<file path="config.mk">
export PLATFORM = sky130hd
export DESIGN_NAME = spi_cmd_sequencer
export DESIGN_NICKNAME = d
export VERILOG_FILES = /design/src/rtl/spi_seq_pkg.sv /design/src/rtl/spi_cmd_fifo.sv /design/src/rtl/spi_cmd_sequencer.sv
export SDC_FILE = /design/constraint.sdc
export NUM_CORES = 1
export LEC_CHECK = 0
export CELL_PAD_IN_SITES_DETAIL_PLACEMENT = 0
export CELL_PAD_IN_SITES_GLOBAL_PLACEMENT = 1
export CORE_MARGIN = 2
export CORE_UTILIZATION = 47
export CTS_CLUSTER_SIZE = 20
export DETAILED_ROUTE_END_ITERATION = 8
export GPL_ROUTABILITY_DRIVEN = 0
export PLACE_DENSITY = 0.86
export SLEW_MARGIN = 0
export SYNTH_ARGS = -nofsm -noshare
export SYNTH_HDL_FRONTEND = slang
export SYNTH_SLANG_ARGS = --single-unit
</file>
<file path="constraint.sdc">
create_clock -name clk -period 7.8 [get_ports clk]
set_input_delay 1.56 -clock clk [delete_from_list [all_inputs] [get_ports clk]]
set_output_delay 1.56 -clock clk [all_outputs]
set_load 0.005 [all_outputs]
</file>
<file path="src/rtl/spi_seq_pkg.sv">
// Shared types for the SPI command sequencer: FSM state encoding, bus widths
// and the queued command payload.
package spi_seq_pkg;

  localparam int unsigned ADDR_W = 8;
  localparam int unsigned DATA_W = 8;

  typedef enum logic [2:0] {
    IDLE   = 3'd0,
    LAUNCH = 3'd1,
    WAIT   = 3'd2,
    RESP   = 3'd3,
    GAP    = 3'd4
  } seq_state_e;

  typedef struct packed {
    logic              wr;
    logic [ADDR_W-1:0] addr;
    logic [DATA_W-1:0] data;
  } spi_cmd_t;

endpackage

</file>
<file path="src/rtl/spi_cmd_fifo.sv">
// Command FIFO for the SPI sequencer: pointers with an extra wrap bit, so
// full/empty/level come straight from the registered pointers.
module spi_cmd_fifo
  import spi_seq_pkg::*;
#(
  parameter int unsigned DEPTH = 4
) (
  input  logic                   clk,
  input  logic                   rst,
  input  logic                   push,
  input  spi_cmd_t               din,
  input  logic                   pop,
  output spi_cmd_t               dout,
  output logic                   full,
  output logic                   empty,
  output logic [$clog2(DEPTH):0] level
);

  localparam int unsigned AW = $clog2(DEPTH);
  localparam int unsigned PW = AW + 1;

  logic [PW-1:0] wr_ptr;
  logic [PW-1:0] rd_ptr;
  spi_cmd_t      mem [DEPTH];
  logic          do_push;
  logic          do_pop;

  assign do_push = push && !full;
  assign do_pop  = pop && !empty;

  always_ff @(posedge clk) begin
    if (rst) begin
      wr_ptr <= '0;
      rd_ptr <= '0;
    end else begin
      if (do_push) wr_ptr <= wr_ptr + PW'(1);
      if (do_pop)  rd_ptr <= rd_ptr + PW'(1);
    end
  end

  // Storage needs no reset; validity is tracked by the pointers alone.
  always_ff @(posedge clk) begin
    if (do_push) mem[wr_ptr[AW-1:0]] <= din;
  end

  assign dout  = mem[rd_ptr[AW-1:0]];
  assign empty = (wr_ptr == rd_ptr);
  assign full  = (wr_ptr[AW-1:0] == rd_ptr[AW-1:0]) && (wr_ptr[AW] != rd_ptr[AW]);
  assign level = wr_ptr - rd_ptr;

endmodule

</file>
<file path="src/rtl/spi_cmd_sequencer.sv">
// Queues read/write commands and runs them one at a time on the SPI memory top,
// holding it in reset between transactions. SPI_TIMEOUT_EN adds a WAIT watchdog.
module spi_cmd_sequencer
  import spi_seq_pkg::*;
#(
  parameter int unsigned DEPTH       = 4,
  parameter int unsigned TIMEOUT_CYC = 1024
) (
  input  logic                   clk,
  input  logic                   rst,
  input  logic                   cmd_valid,
  output logic                   cmd_ready,
  input  logic                   cmd_wr,
  input  logic [ADDR_W-1:0]      cmd_addr,
  input  logic [DATA_W-1:0]      cmd_data,
  output logic                   rsp_valid,
  input  logic                   rsp_ready,
  output logic                   rsp_wr,
  output logic [ADDR_W-1:0]      rsp_addr,
  output logic [DATA_W-1:0]      rsp_data,
  output logic                   rsp_err,
  output logic                   rsp_timeout,
  output logic                   spi_rstn,
  output logic                   spi_wr,
  output logic [ADDR_W-1:0]      spi_addr,
  output logic [DATA_W-1:0]      spi_din,
  input  logic                   spi_done,
  input  logic                   spi_error,
  input  logic [DATA_W-1:0]      spi_dout,
  output logic                   busy,
  output logic [$clog2(DEPTH):0] level
);

  localparam logic [2:0] S_IDLE   = IDLE;
  localparam logic [2:0] S_LAUNCH = LAUNCH;
  localparam logic [2:0] S_WAIT   = WAIT;
  localparam logic [2:0] S_RESP   = RESP;
  localparam logic [2:0] S_GAP    = GAP;

  logic [2:0] state;
  logic [2:0] state_nxt;
  logic       pop;
  logic       done_hit;
  logic       expire;
  logic       accept_en;
  logic       fifo_full;
  logic       fifo_empty;
  logic       push;
  spi_cmd_t   fifo_in;
  spi_cmd_t   head;

  // cmd_ready stays low through reset and rises on the first edge after it.
  assign cmd_ready = accept_en && !fifo_full;
  assign push      = cmd_valid && cmd_ready;
  assign fifo_in   = '{wr: cmd_wr, addr: cmd_addr, data: cmd_data};

  spi_cmd_fifo #(
    .DEPTH (DEPTH)
  ) u_fifo (
    .clk   (clk),
    .rst   (rst),
    .push  (push),
    .din   (fifo_in),
    .pop   (pop),
    .dout  (head),
    .full  (fifo_full),
    .empty (fifo_empty),
    .level (level)
  );

  assign done_hit = (state == S_WAIT) && spi_done;

`ifdef SPI_TIMEOUT_EN
  localparam int unsigned TO_W = (TIMEOUT_CYC > 2) ? $clog2(TIMEOUT_CYC) : 1;

  logic [TO_W-1:0] to_cnt;

  // Watchdog: completion wins if spi_done lands on the expiry cycle.
  assign expire = (state == S_WAIT) && !spi_done && (to_cnt == TO_W'(TIMEOUT_CYC - 1));

  always_ff @(posedge clk) begin
    if (rst) begin
      to_cnt <= '0;
    end else if (state == S_LAUNCH) begin
      to_cnt <= '0;
    end else if (state == S_WAIT) begin
      to_cnt <= to_cnt + TO_W'(1);
    end
  end
`else
  logic unused_timeout_cyc;

  // Without the watchdog WAIT has no exit other than spi_done.
  assign expire             = 1'b0;
  assign unused_timeout_cyc = ^TIMEOUT_CYC;
`endif

  // Next-state logic; the only FIFO pop happens on the IDLE -> LAUNCH move.
  always_comb begin
    state_nxt = state;
    pop       = 1'b0;
    case (state)
      S_IDLE: begin
        if (!fifo_empty) begin
          pop       = 1'b1;
          state_nxt = S_LAUNCH;
        end
      end
      S_LAUNCH: state_nxt = S_WAIT;
      S_WAIT:   if (done_hit || expire) state_nxt = S_RESP;
      S_RESP:   if (rsp_ready) state_nxt = S_GAP;
      S_GAP:    state_nxt = S_IDLE;
      default:  state_nxt = S_IDLE;
    endcase
  end

  // State register plus every registered output, derived from the next state.
  always_ff @(posedge clk) begin
    if (rst) begin
      state       <= S_IDLE;
      accept_en   <= 1'b0;
      busy        <= 1'b0;
      spi_rstn    <= 1'b0;
      spi_wr      <= 1'b0;
      spi_addr    <= '0;
      spi_din     <= '0;
      rsp_valid   <= 1'b0;
      rsp_wr      <= 1'b0;
      rsp_addr    <= '0;
      rsp_data    <= '0;
      rsp_err     <= 1'b0;
      rsp_timeout <= 1'b0;
    end else begin
      state     <= state_nxt;
      accept_en <= 1'b1;
      busy      <= (state_nxt != S_IDLE);
      spi_rstn  <= (state_nxt == S_LAUNCH) || (state_nxt == S_WAIT);
      rsp_valid <= (state_nxt == S_RESP);

      // The spi_* outputs double as the hold registers for the whole transaction.
      if (pop) begin
        spi_wr   <= head.wr;
        spi_addr <= head.addr;
        spi_din  <= head.data;
      end

      if (done_hit) begin
        rsp_wr      <= spi_wr;
        rsp_addr    <= spi_addr;
        rsp_data    <= spi_wr ? DATA_W'(0) : spi_dout;
        rsp_err     <= spi_error;
        rsp_timeout <= 1'b0;
      end else if (expire) begin
        rsp_wr      <= spi_wr;
        rsp_addr    <= spi_addr;
        rsp_data    <= DATA_W'(0);
        rsp_err     <= 1'b1;
        rsp_timeout <= 1'b1;
      end
    end
  end

endmodule

</file>
; ---- Word level (Yosys, flattened, before mapping)
; Memory sizes are Yosys's and may differ from the RTL's. A register that Yosys moved wholly into a read port is not among the register bits.
; Cells that the tools add are included.
[classes]
eq_ne = 9
reduce_logical = 11
n_bitwise = 0
muxes = 10
div_mod_pow = 0
n_addsub = 3
magnitude_cmp = 0
shift = 0
multipliers = 0
[op_table]
columns = operator, n
row1 = $eq A3 B2 Y1 const B, 4
row2 = $pmux W3 S4, 1
row3 = $mux W3, 3
row4 = $mux W8, 1
row5 = $add A3 B1 Y3 const B, 2
row6 = $eq A3 B1 Y1 const B, 2
row7 = $logic_and A1 B1 Y1, 6
row8 = $mux W1, 5
row9 = $eq A3 B3 Y1, 1
row10 = $logic_not A3 Y1, 1
row11 = $reduce_bool A3 Y1, 1
row12 = $sub A3 B3 Y3, 1
row13 = $eq A2 B2 Y1, 1
row14 = $logic_not A1 Y1, 2
row15 = $logic_or A1 B1 Y1, 1
row16 = $ne A1 B1 Y1, 1
[totals]
romBits = 0
latch_bits = 0
reg_bits = 31
ram_bits = 68
mem_count = 1
in_bits = 31
[mem_list]
columns = name, words, width, rd, rd_clocked_by_memory_dff, wr, line
row1 = u_fifo.mem, 4, 17, 1, 1, 1, spi_cmd_fifo.sv:24  ; spi_cmd_t mem [DEPTH];

; ---- Depth between registers and ports, before layout
; Gate-level depths: netlist of run 1.
[logic_depth]
word_depth = 8
depth_mapped = 9
depth_no_buf = 5

; ---- By module
; A second synthesis of run 1 with hierarchy kept.
[unflattened]
hier_cells = 329
area_unflattened_um2 = 4953.5
[modules_own_cells]
columns = module, area_per_inst_um2, instances, cells_each
row1 = spi_cmd_fifo, 3067.9, 1, 155
row2 = spi_cmd_sequencer, 1885.6, 1, 174

; ---- Least setup slack after synthesis of run 1
; OpenSTA, ideal clock, no wires.
[synth_path]
path_type = reg2out
from = register u_fifo.rd_ptr[1]
to = output cmd_ready
arrival_ps = 2074
required_time_ps = 6240
path_stages_with_launch = 9
path_slack_ps = 4166
n_path_buf = 4
cell_sequence = dfxtp_1 -> buf_2 -> buf_1 -> inv_1 -> ha_1 -> and2_1 -> buf_2 -> clkbuf_1 -> a21boi_0
[synth_via]
elab_chain_len = 4
[synth_rtl]
columns = item, line
row1 = from (decl), spi_cmd_fifo.sv:23  ; logic [PW-1:0] rd_ptr;
row2 = from (signal assigned), spi_cmd_fifo.sv:37  ; if (do_pop) rd_ptr <= rd_ptr + PW'(1);
row3 = $eq A2 B2 Y1, spi_cmd_fifo.sv:48  ; assign full = (wr_ptr[AW-1:0] == rd_ptr[AW-1:0]) && (wr_ptr[AW] != rd_ptr[AW]);
row4 = $logic_and A1 B1 Y1, spi_cmd_fifo.sv:48
row5 = $logic_not A1 Y1, spi_cmd_sequencer.sv:53  ; assign cmd_ready = accept_en && !fifo_full;
row6 = $logic_and A1 B1 Y1, spi_cmd_sequencer.sv:53
row7 = to (decl), spi_cmd_sequencer.sv:12  ; output logic cmd_ready,
; No other way between the ends.

; ---- Worst setup path in the final report of run 1
; Ends and elaborated chain as after synthesis.

==> results of run 1 <==
-- registers in the layout (all words and copies together) (netlist names) --
| register | count |
|---|---|
| rsp_wr | 1 |
| busy | 1 |
| spi_wr | 1 |
| rsp_valid | 1 |
| u_fifo.rd_ptr | 3 |
| spi_din | 8 |
| rsp_addr | 8 |
| u_fifo.wr_ptr | 3 |
| spi_rstn | 1 |
| rsp_err | 1 |
| state | 3 |
| u_fifo.mem | 68 |
| rsp_data | 8 |
| accept_en | 1 |
| spi_addr | 8 |
-- power by group through the flow --
stage,registers [W],clock network [W],logic [W]
5_1_grt,0.000798,0.000771,0.000572
2_1_floorplan,0.000777,0,0.000339
3_3_place_gp,0.000796,0,0.000519
6_report,0.000786,0.000724,0.000524
4_1_cts,0.000787,0.000736,0.000530
3_5_place_dp,0.000799,0,0.000525
-- stage by stage --
step | hold slack, ns | instances
final | 0.452 | 583
after CTS | 0.454 | 583
after detailed placement | 0.446 | 551
after global routing | 0.475 | 583
after floorplan | 0.448 | 367
after global placement | 0.440 | 551
-- cells in the final DEF, fill, tap and decap left out, types with 2 or more instances in the layout --
| master | instances |
|---|---|
| clkinvlp_4 | 3 |
| mux4_2 | 17 |
| a21boi_0 | 3 |
| clkbuf_16 | 16 |
| nand2_1 | 52 |
| edfxtp_1 | 68 |
| nand3_1 | 35 |
| o21ai_0 | 4 |
| mux2i_1 | 2 |
| inv_6 | 7 |
| nand3b_1 | 8 |
| clkdlybuf4s50_1 | 71 |
| and2_1 | 4 |
| o211ai_1 | 17 |
| inv_1 | 7 |
| xnor2_1 | 2 |
| buf_4 | 5 |
| a21oi_1 | 21 |
| clkinv_4 | 2 |
| mux2_2 | 3 |
| ha_1 | 7 |
| nor2b_1 | 22 |
| nor2_1 | 8 |
| dfxtp_1 | 48 |
-- logic make-up (layout without fill, tap and decap cells) --
group	count (synthesis)	count (layout)	share of synthesized area
AO/OA/AOI/OAI	49	49	0.0658
XOR/XNOR	3	3	0.00553
adder cells (fa/ha/maj)	8	8	0.0226
buffers and inverters	33	116	0.0361
flip-flops	116	116	0.632
multiplexers	23	23	0.0942
other	1	1	0.000789
AND/OR/NAND/NOR	134	134	0.143
-- metal layers --
metal / share of wire / up-vias / routed length (microns) / track usage
li1: - / 1475 / - / -
met1: 0.47 / 1456 / 4440 / 0.239
met3: 0.052 / 2 / 494 / 0.0661
met5: 0 / - / 0 / 0
met2: 0.47 / 88 / 4460 / 0.285
met4: 0.0035 / 0 / 33 / 0.0463
-- cell type report --
class,instances,share of cell area
well taps,133,0.0273
clock inverters,14,0.0234
inverters,7,0.00431
multi-input cells,218,0.260
flip-flops and latches,116,0.493
repair buffers,77,0.124
clock buffers,18,0.0686
-- Yosys cell counts (all sizes together), types with 3 or more instances --
cell type   n  area (sq um)
a21boi      3          22.5
a21oi      22           114
and2        4          25.0
buf        18           115
clkbuf      8          30.0
dfxtp      48           961
edfxtp     68          2040
ha          7          87.6
inv         7          26.3
mux2        4          45.0
mux4       17           383
nand2      52           195
nand3      35           175
nand3b      8          60.1
nor2        8          30.0
nor2b      22           138
o211ai     17           128
o21ai       4          20.0
-- path summary, 6_finish.rpt --
check,slack (ns),to,cells after the start,from
max,2.87,cmd_ready,5,u_fifo.rd_ptr[1]
min reg2reg,0.45,rsp_data[2],2,rsp_data[2]
min,0.45,rsp_data[2],2,rsp_data[2]
max reg2reg,4.17,u_fifo.mem[1][5],5,u_fifo.rd_ptr[1]
-- worst reg2reg max path, cell delays in order (launching register included) --
cell	delay [ns]
dfxtp_1	1.00
inv_1	0.14
ha_1	0.35
and2_1	0.44
a21oi_1	0.49
and2_1	0.82
==> metrics.md, run 1 <==
| Metric | Value |
|---|---|
| Die area | `10900 sq um` |
| I/O pin count | `74` |
| F_max | `203 MHz` |
| Register clock-pin slew on the reported worst setup and hold paths | `0.06 ns` |
| Post-CTS repair timing setup buffer count | `0` |
| Comb power frac | `0.258` |
| Final setup fails | `0` |
| Post-route ant nets | `0` |
| Peak VDD IR | `0.198 mV` |
| Grt ovf | `0` |
| Post-DP Area | `5530 sq um` |
| Inserted Clock Buffers | `17` |
| Via density | `5.18` |
| Drt wl/cell | `16.2 microns` |
| Predominant post-synthesis flop cell | `edfxtp_1` |
| Fin worst setup slack | `2.87 ns` |
| Hold/Removal Path Class | `register to register` |
| Power Density | `334 nW/um^2` |
| Final Cycle Share | `0.632` |
| Synthesized flop and latch total | `116` |
| Vias in the first global route | `2949` |
| CTS resizes | `0` |
| Worst setup EP type | `output port` |
| Utilization after layout | `0.624` |
| Power Total | `0.00203 W` |
| Fraction of layout cells with a size suffix above 1 | `0.136` |
| WP buf/inv | `2` |
| Tmin final | `4.93 ns` |
| Status | `complete, no violations` |
| First-pass GRT wire length | `15200 microns` |
| Slew headroom | `0.312` |
| Kind of critical path | `register to output port` |
| Setup WS pre-CTS | `3.41 ns` |
| Horiz. Die Dim | `105 microns` |
| Core Box Area | `9770 sq um` |
| Multi-input gate area | `1590 sq um` |
| Skew final | `0.00739 ns` |
| CP top delay family | `flip-flops` |
| Synth warn | `0` |
| Remaining DRCs | `0` |
| Flop pwr share | `0.386` |
| Static leakage | `2.10 nW` |
| Max clock buf depth | `2` |
| Overall routed net length | `9430 microns` |
| Die height | `105 microns` |
| CP Max Fanout | `22` |
| Total Neg Setup Slack | `0 ns` |
| RSZ-0062 raised after global routing | `no` |
| Final Hold Vio Count | `0` |
| Fillers | `755` |
| Post-Syn Nets | `406` |
| Crit-path slowest cell | `dfxtp_1` |
| Initial antenna violation count | `0` |
| Clock root buffer | `clkbuf_8` |
| Nets@finish | `476` |
| Mapped cell area | `4750 sq um` |
| Slowest stage delay, CP | `1.00 ns` |
| H-tree depth | `4` |
| Largest net degree at the start of global routing | `47` |
| Max-cap viol count | `0` |
| Site Rows | `36` |
| Sequential share of the synthesized area | `0.632` |
| Critical path, cell by cell | `inv_1 -> ha_1 -> and2_1 -> a21boi_0 -> clkdlybuf4s50_1` |
| Synth Area per Inst | `13.0 sq um` |
| Post-synth EDFFs | `68` |
| Worst Path Required | `6.24 ns` |
| Sw frac | `0.297` |
| Async set-reset flop share out of synthesis | `0` |
| Clock sink count | `116` |
| Area Growth Syn to Fin | `28.2%` |
| Antenna Cells | `0` |
| WP data arrival | `3.37 ns` |
| Startpoint types | `register` |
| Syn Inst Count | `367` |
| Dpl hpwl | `5920 microns` |
| Sw power | `0.000603 W` |
| Clk_lat worst skew | `0.50 ns` |
| Internal power | `0.00143 W` |
| All-Layer GR Usage | `0.181` |
| Initial DRC Count | `169` |
| Fin area | `6090 sq um` |
| Clock Power Share | `0.356` |
| Hold-fix buffers at CTS | `0` |
| Worst Tran Pin Value | `1.03 ns` |
| TritonCTS clock tree | `yes` |
| Yosys cell types | `36` |
| FF+latch area | `3000 sq um` |
| TritonRoute pass-1 iters | `4` |
| Routed via count | `3021` |
| Port Buf Inserts | `72` |
| Initial Util | `0.486` |
| Slew Viols, Final | `0` |
Power figures use the tool's default switching activity.
==> run 2: changes to the inputs <==
--- a/config.mk
+++ b/config.mk
@@ -8,11 +8,11 @@
 export CELL_PAD_IN_SITES_DETAIL_PLACEMENT = 0
 export CELL_PAD_IN_SITES_GLOBAL_PLACEMENT = 1
 export CORE_MARGIN = 2
-export CORE_UTILIZATION = 47
+export CORE_UTILIZATION = 39
 export CTS_CLUSTER_SIZE = 20
 export DETAILED_ROUTE_END_ITERATION = 8
 export GPL_ROUTABILITY_DRIVEN = 0
-export PLACE_DENSITY = 0.86
+export PLACE_DENSITY = 0.76
 export SLEW_MARGIN = 0
 export SYNTH_ARGS = -nofsm -noshare
 export SYNTH_HDL_FRONTEND = slang
==> constraint.sdc (replaced) <==
create_clock -name clk -period 4.3 [get_ports clk]
set_input_delay 0.86 -clock clk [delete_from_list [all_inputs] [get_ports clk]]
set_output_delay 0.86 -clock clk [all_outputs]
set_load 0.005 [all_outputs]
==> run 2 against run 1 <==
  * Count of clock-buffer cells in the layout grew 3
  * Critical path depth is the same
  * Flip-flop and latch count is the same
  * Power grew 78%
  * Combinational power grew 87%
  * Critical path type unchanged
  * Largest cell class unchanged
  * Die area grew 20%
  * Routed wire length grew 4.4%
  * Global-route usage shrank 1.7 points
  * Final area shrank 0.39%
  * Sequential share of layout area grew 0.19 points
  * Sequential power grew 79%
  * Non-clock buffer count is the same
==> metrics.md, run 2 (synthesized netlist as in run 1, its figures left out) <==
| Metric | Value |
|---|---|
| TritonCTS clock tree | `yes` |
| Power Density | `595 nW/um^2 (+78%)` |
| Crit-path slowest cell | `and2_1` |
| Initial DRC Count | `216 (+28%)` |
| Register clock-pin slew on the reported worst setup and hold paths | `0.05 ns (about the same)` |
| Overall routed net length | `9840 microns (+4.4%)` |
| Kind of critical path | `register to output port` |
| Post-route ant nets | `0 (unchanged)` |
| TritonRoute pass-1 iters | `4 (unchanged)` |
| Tmin final | `3.51 ns` |
| Initial antenna violation count | `0 (unchanged)` |
| Final Hold Vio Count | `0 (unchanged)` |
| Dpl hpwl | `6220 microns (+5.1%)` |
| Critical path, cell by cell | `inv_1 -> ha_1 -> and2_1 -> a21boi_0 -> clkdlybuf4s50_1` |
| Inserted Clock Buffers | `17 (unchanged)` |
| Clock root buffer | `clkbuf_16` |
| Via density | `5.06 (-2.4%)` |
| Die area | `13100 sq um (+20%)` |
| Worst Tran Pin Value | `0.986 ns (-0.0446 ns)` |
| RSZ-0062 raised after global routing | `no` |
| Internal power | `0.00259 W (+81%)` |
| Port Buf Inserts | `72 (unchanged)` |
| Site Rows | `40 (+11%)` |
| Peak VDD IR | `0.312 mV (+57%)` |
| Die height | `114 microns (+9.4%)` |
| Worst setup EP type | `output port` |
| Remaining DRCs | `0 (unchanged)` |
| Hold EP | `rsp_data[1]` |
| Total Neg Setup Slack | `0 ns (unchanged)` |
| Comb power frac | `0.272 (+0.014)` |
| Leading cell type in the layout, fill and taps excluded | `clkdlybuf4s50_1` |
| Slew Viols, Final | `0 (unchanged)` |
| FF+latch area | `3000 sq um (unchanged)` |
| Launch point of the worst reg-to-reg path | `u_fifo.wr_ptr[0]` |
| Max-cap viol count | `0 (unchanged)` |
| Largest net degree at the start of global routing | `47 (unchanged)` |
| Slowest stage delay, CP | `0.74 ns (-0.26 ns)` |
| FF-to-FF setup slack | `1.39 ns (-2.78 ns)` |
| Worst reg2reg path depth | `5 (unchanged)` |
| H-tree depth | `4 (unchanged)` |
| CP Max Fanout | `22 (unchanged)` |
| Max reg flops | `68 (unchanged)` |
| Grt ovf | `0 (unchanged)` |
| Fillers | `1030 (+36%)` |
| Skew final | `0.00548 ns (-0.00192 ns)` |
| Min-delay src | `rsp_data[1]` |
| Reg2Reg Capture Point | `u_fifo.mem[2][1]` |
| Horiz. Die Dim | `114 microns (+9.4%)` |
| First-pass GRT wire length | `16100 microns (+6.6%)` |
| Initial Util | `0.397 (-0.0889)` |
| Drt wl/cell | `16.5 microns (+2.1%)` |
| Hold path depth | `2 (unchanged)` |
| Sw power | `0.00102 W (+69%)` |
| Commonest non-fill, non-tap cells in the layout | `clkdlybuf4s50_1, edfxtp_1, nand2_1, dfxtp_1, nand3_1` |
| Power Total | `0.00361 W (+78%)` |
| Flop pwr share | `0.391 (+0.005)` |
| Utilization after layout | `0.508 (-0.116)` |
| Max clock buf depth | `2 (unchanged)` |
| Sw frac | `0.283 (-0.0139)` |
| Status | `complete, no violations` |
| Fraction of layout cells with a size suffix above 1 | `0.118 (-0.0175)` |
| Routed via count | `3013 (-0.26%)` |
| Nets@finish | `476 (unchanged)` |
| WP data arrival | `2.65 ns (-0.72 ns)` |
| All-Layer GR Usage | `0.163 (-0.0175)` |
| Final setup fails | `0 (unchanged)` |
| Final Cycle Share | `0.815` |
| Slew headroom | `0.342 (+0.0297)` |
| Clock sink count | `116 (unchanged)` |
| Clk_lat worst skew | `0.40 ns (-0.10 ns)` |
| Core Box Area | `12000 sq um (+22%)` |
| Vias in the first global route | `3133 (+6.2%)` |
| Multi-input gate area | `1590 sq um (+0.55%)` |
| Hold/Removal Path Class | `register to register` |
| Post-CTS repair timing setup buffer count | `0 (unchanged)` |
| Clock Power Share | `0.337 (-0.019)` |
| F_max | `285 MHz` |
| Area Growth Syn to Fin | `27.7%` |
| CTS resizes | `0 (unchanged)` |
| I/O pin count | `74 (unchanged)` |
| Startpoint types | `register` |
| Hold slack final | `0.448 ns (-0.00324 ns)` |
| Worst Path Required | `3.44 ns (-2.80 ns)` |
| Static leakage | `2.09 nW (-0.51%)` |
| Hold-fix buffers at CTS | `0 (unchanged)` |
| Antenna Cells | `0 (unchanged)` |
## run 2: cell types whose count changed in the layout (fill, tap and decap cells not counted)
cell | previous run | this run
clkinv_1 | 0 | 4
inv_6 | 7 | 0
inv_8 | 1 | 0
nor4bb_4 | 0 | 1
nor4bb_2 | 1 | 0
clkinv_4 | 2 | 0
clkbuf_1 | 1 | 4
clkbuf_16 | 16 | 17
clkinvlp_4 | 3 | 0
clkbuf_8 | 1 | 0
clkinv_2 | 0 | 5
## run 2: per-stage QoR
step / setup WS, ns / instances / area [sq um]
after CTS: 0.766 / 596 / 6070
after global placement: 1.30 / 565 / 5560
after detailed placement: 1.24 / 565 / 5560
after floorplan: 1.34 / 367 / 4750
after global routing: 0.558 / 596 / 6070
final: 0.793 / 596 / 6070
## run 2: power groups by stage
stage | Clock, W | Combinational, W | Sequential (W)
floorplan | 0 | 0.000615 | 0.00141
global placement | 0 | 0.000976 | 0.00143
detailed placement | 0 | 0.000983 | 0.00144
CTS | 0.00125 | 0.000994 | 0.00142
global route | 0.00130 | 0.00108 | 0.00143
finish | 0.00122 | 0.000982 | 0.00141
## run 2: area by class of cell
type / count / area share
Inverter: 7 / 0.00433
Multi-Input combinational cell: 218 / 0.263
Timing Repair Buffer: 77 / 0.124
Sequential cell: 116 / 0.495
Clock inverter: 10 / 0.0115
Tap cell: 147 / 0.0303
Clock buffer: 21 / 0.0725
## run 2: worst max-delay path by stage
stage                                 from          endpoint  depth (start not counted)  slack [ns]
final                     u_fifo.wr_ptr[0]         cmd_ready                          5        0.79
after global routing      u_fifo.wr_ptr[0]         cmd_ready                          5        0.56
after CTS                 u_fifo.wr_ptr[0]         cmd_ready                          5        0.77
after detailed placement  u_fifo.wr_ptr[0]         cmd_ready                          5        1.24
after global placement    u_fifo.wr_ptr[0]         cmd_ready                          5        1.30
after floorplan           u_fifo.rd_ptr[1]  u_fifo.wr_ptr[2]                          7        1.34
## run 2: critical path: cells and delay by family, from the launching register on
kind / cells / cell delay [ns]
buffers and inverters: 2 / 0.60
flip-flops: 1 / 0.37
adder cells (fa/ha/maj): 1 / 0.31
AND/OR/NAND/NOR: 1 / 0.74
AO/OA/AOI/OAI: 1 / 0.22
## run 2: routing by layer
layer | global-route usage | wire, microns | vias up
met4 | 0.0634 | 135 | 0
li1 | - | - | 1479
met3 | 0.0498 | 544 | 9
met5 | 0 | 0 | -
met2 | 0.271 | 4850 | 87
met1 | 0.200 | 4310 | 1438
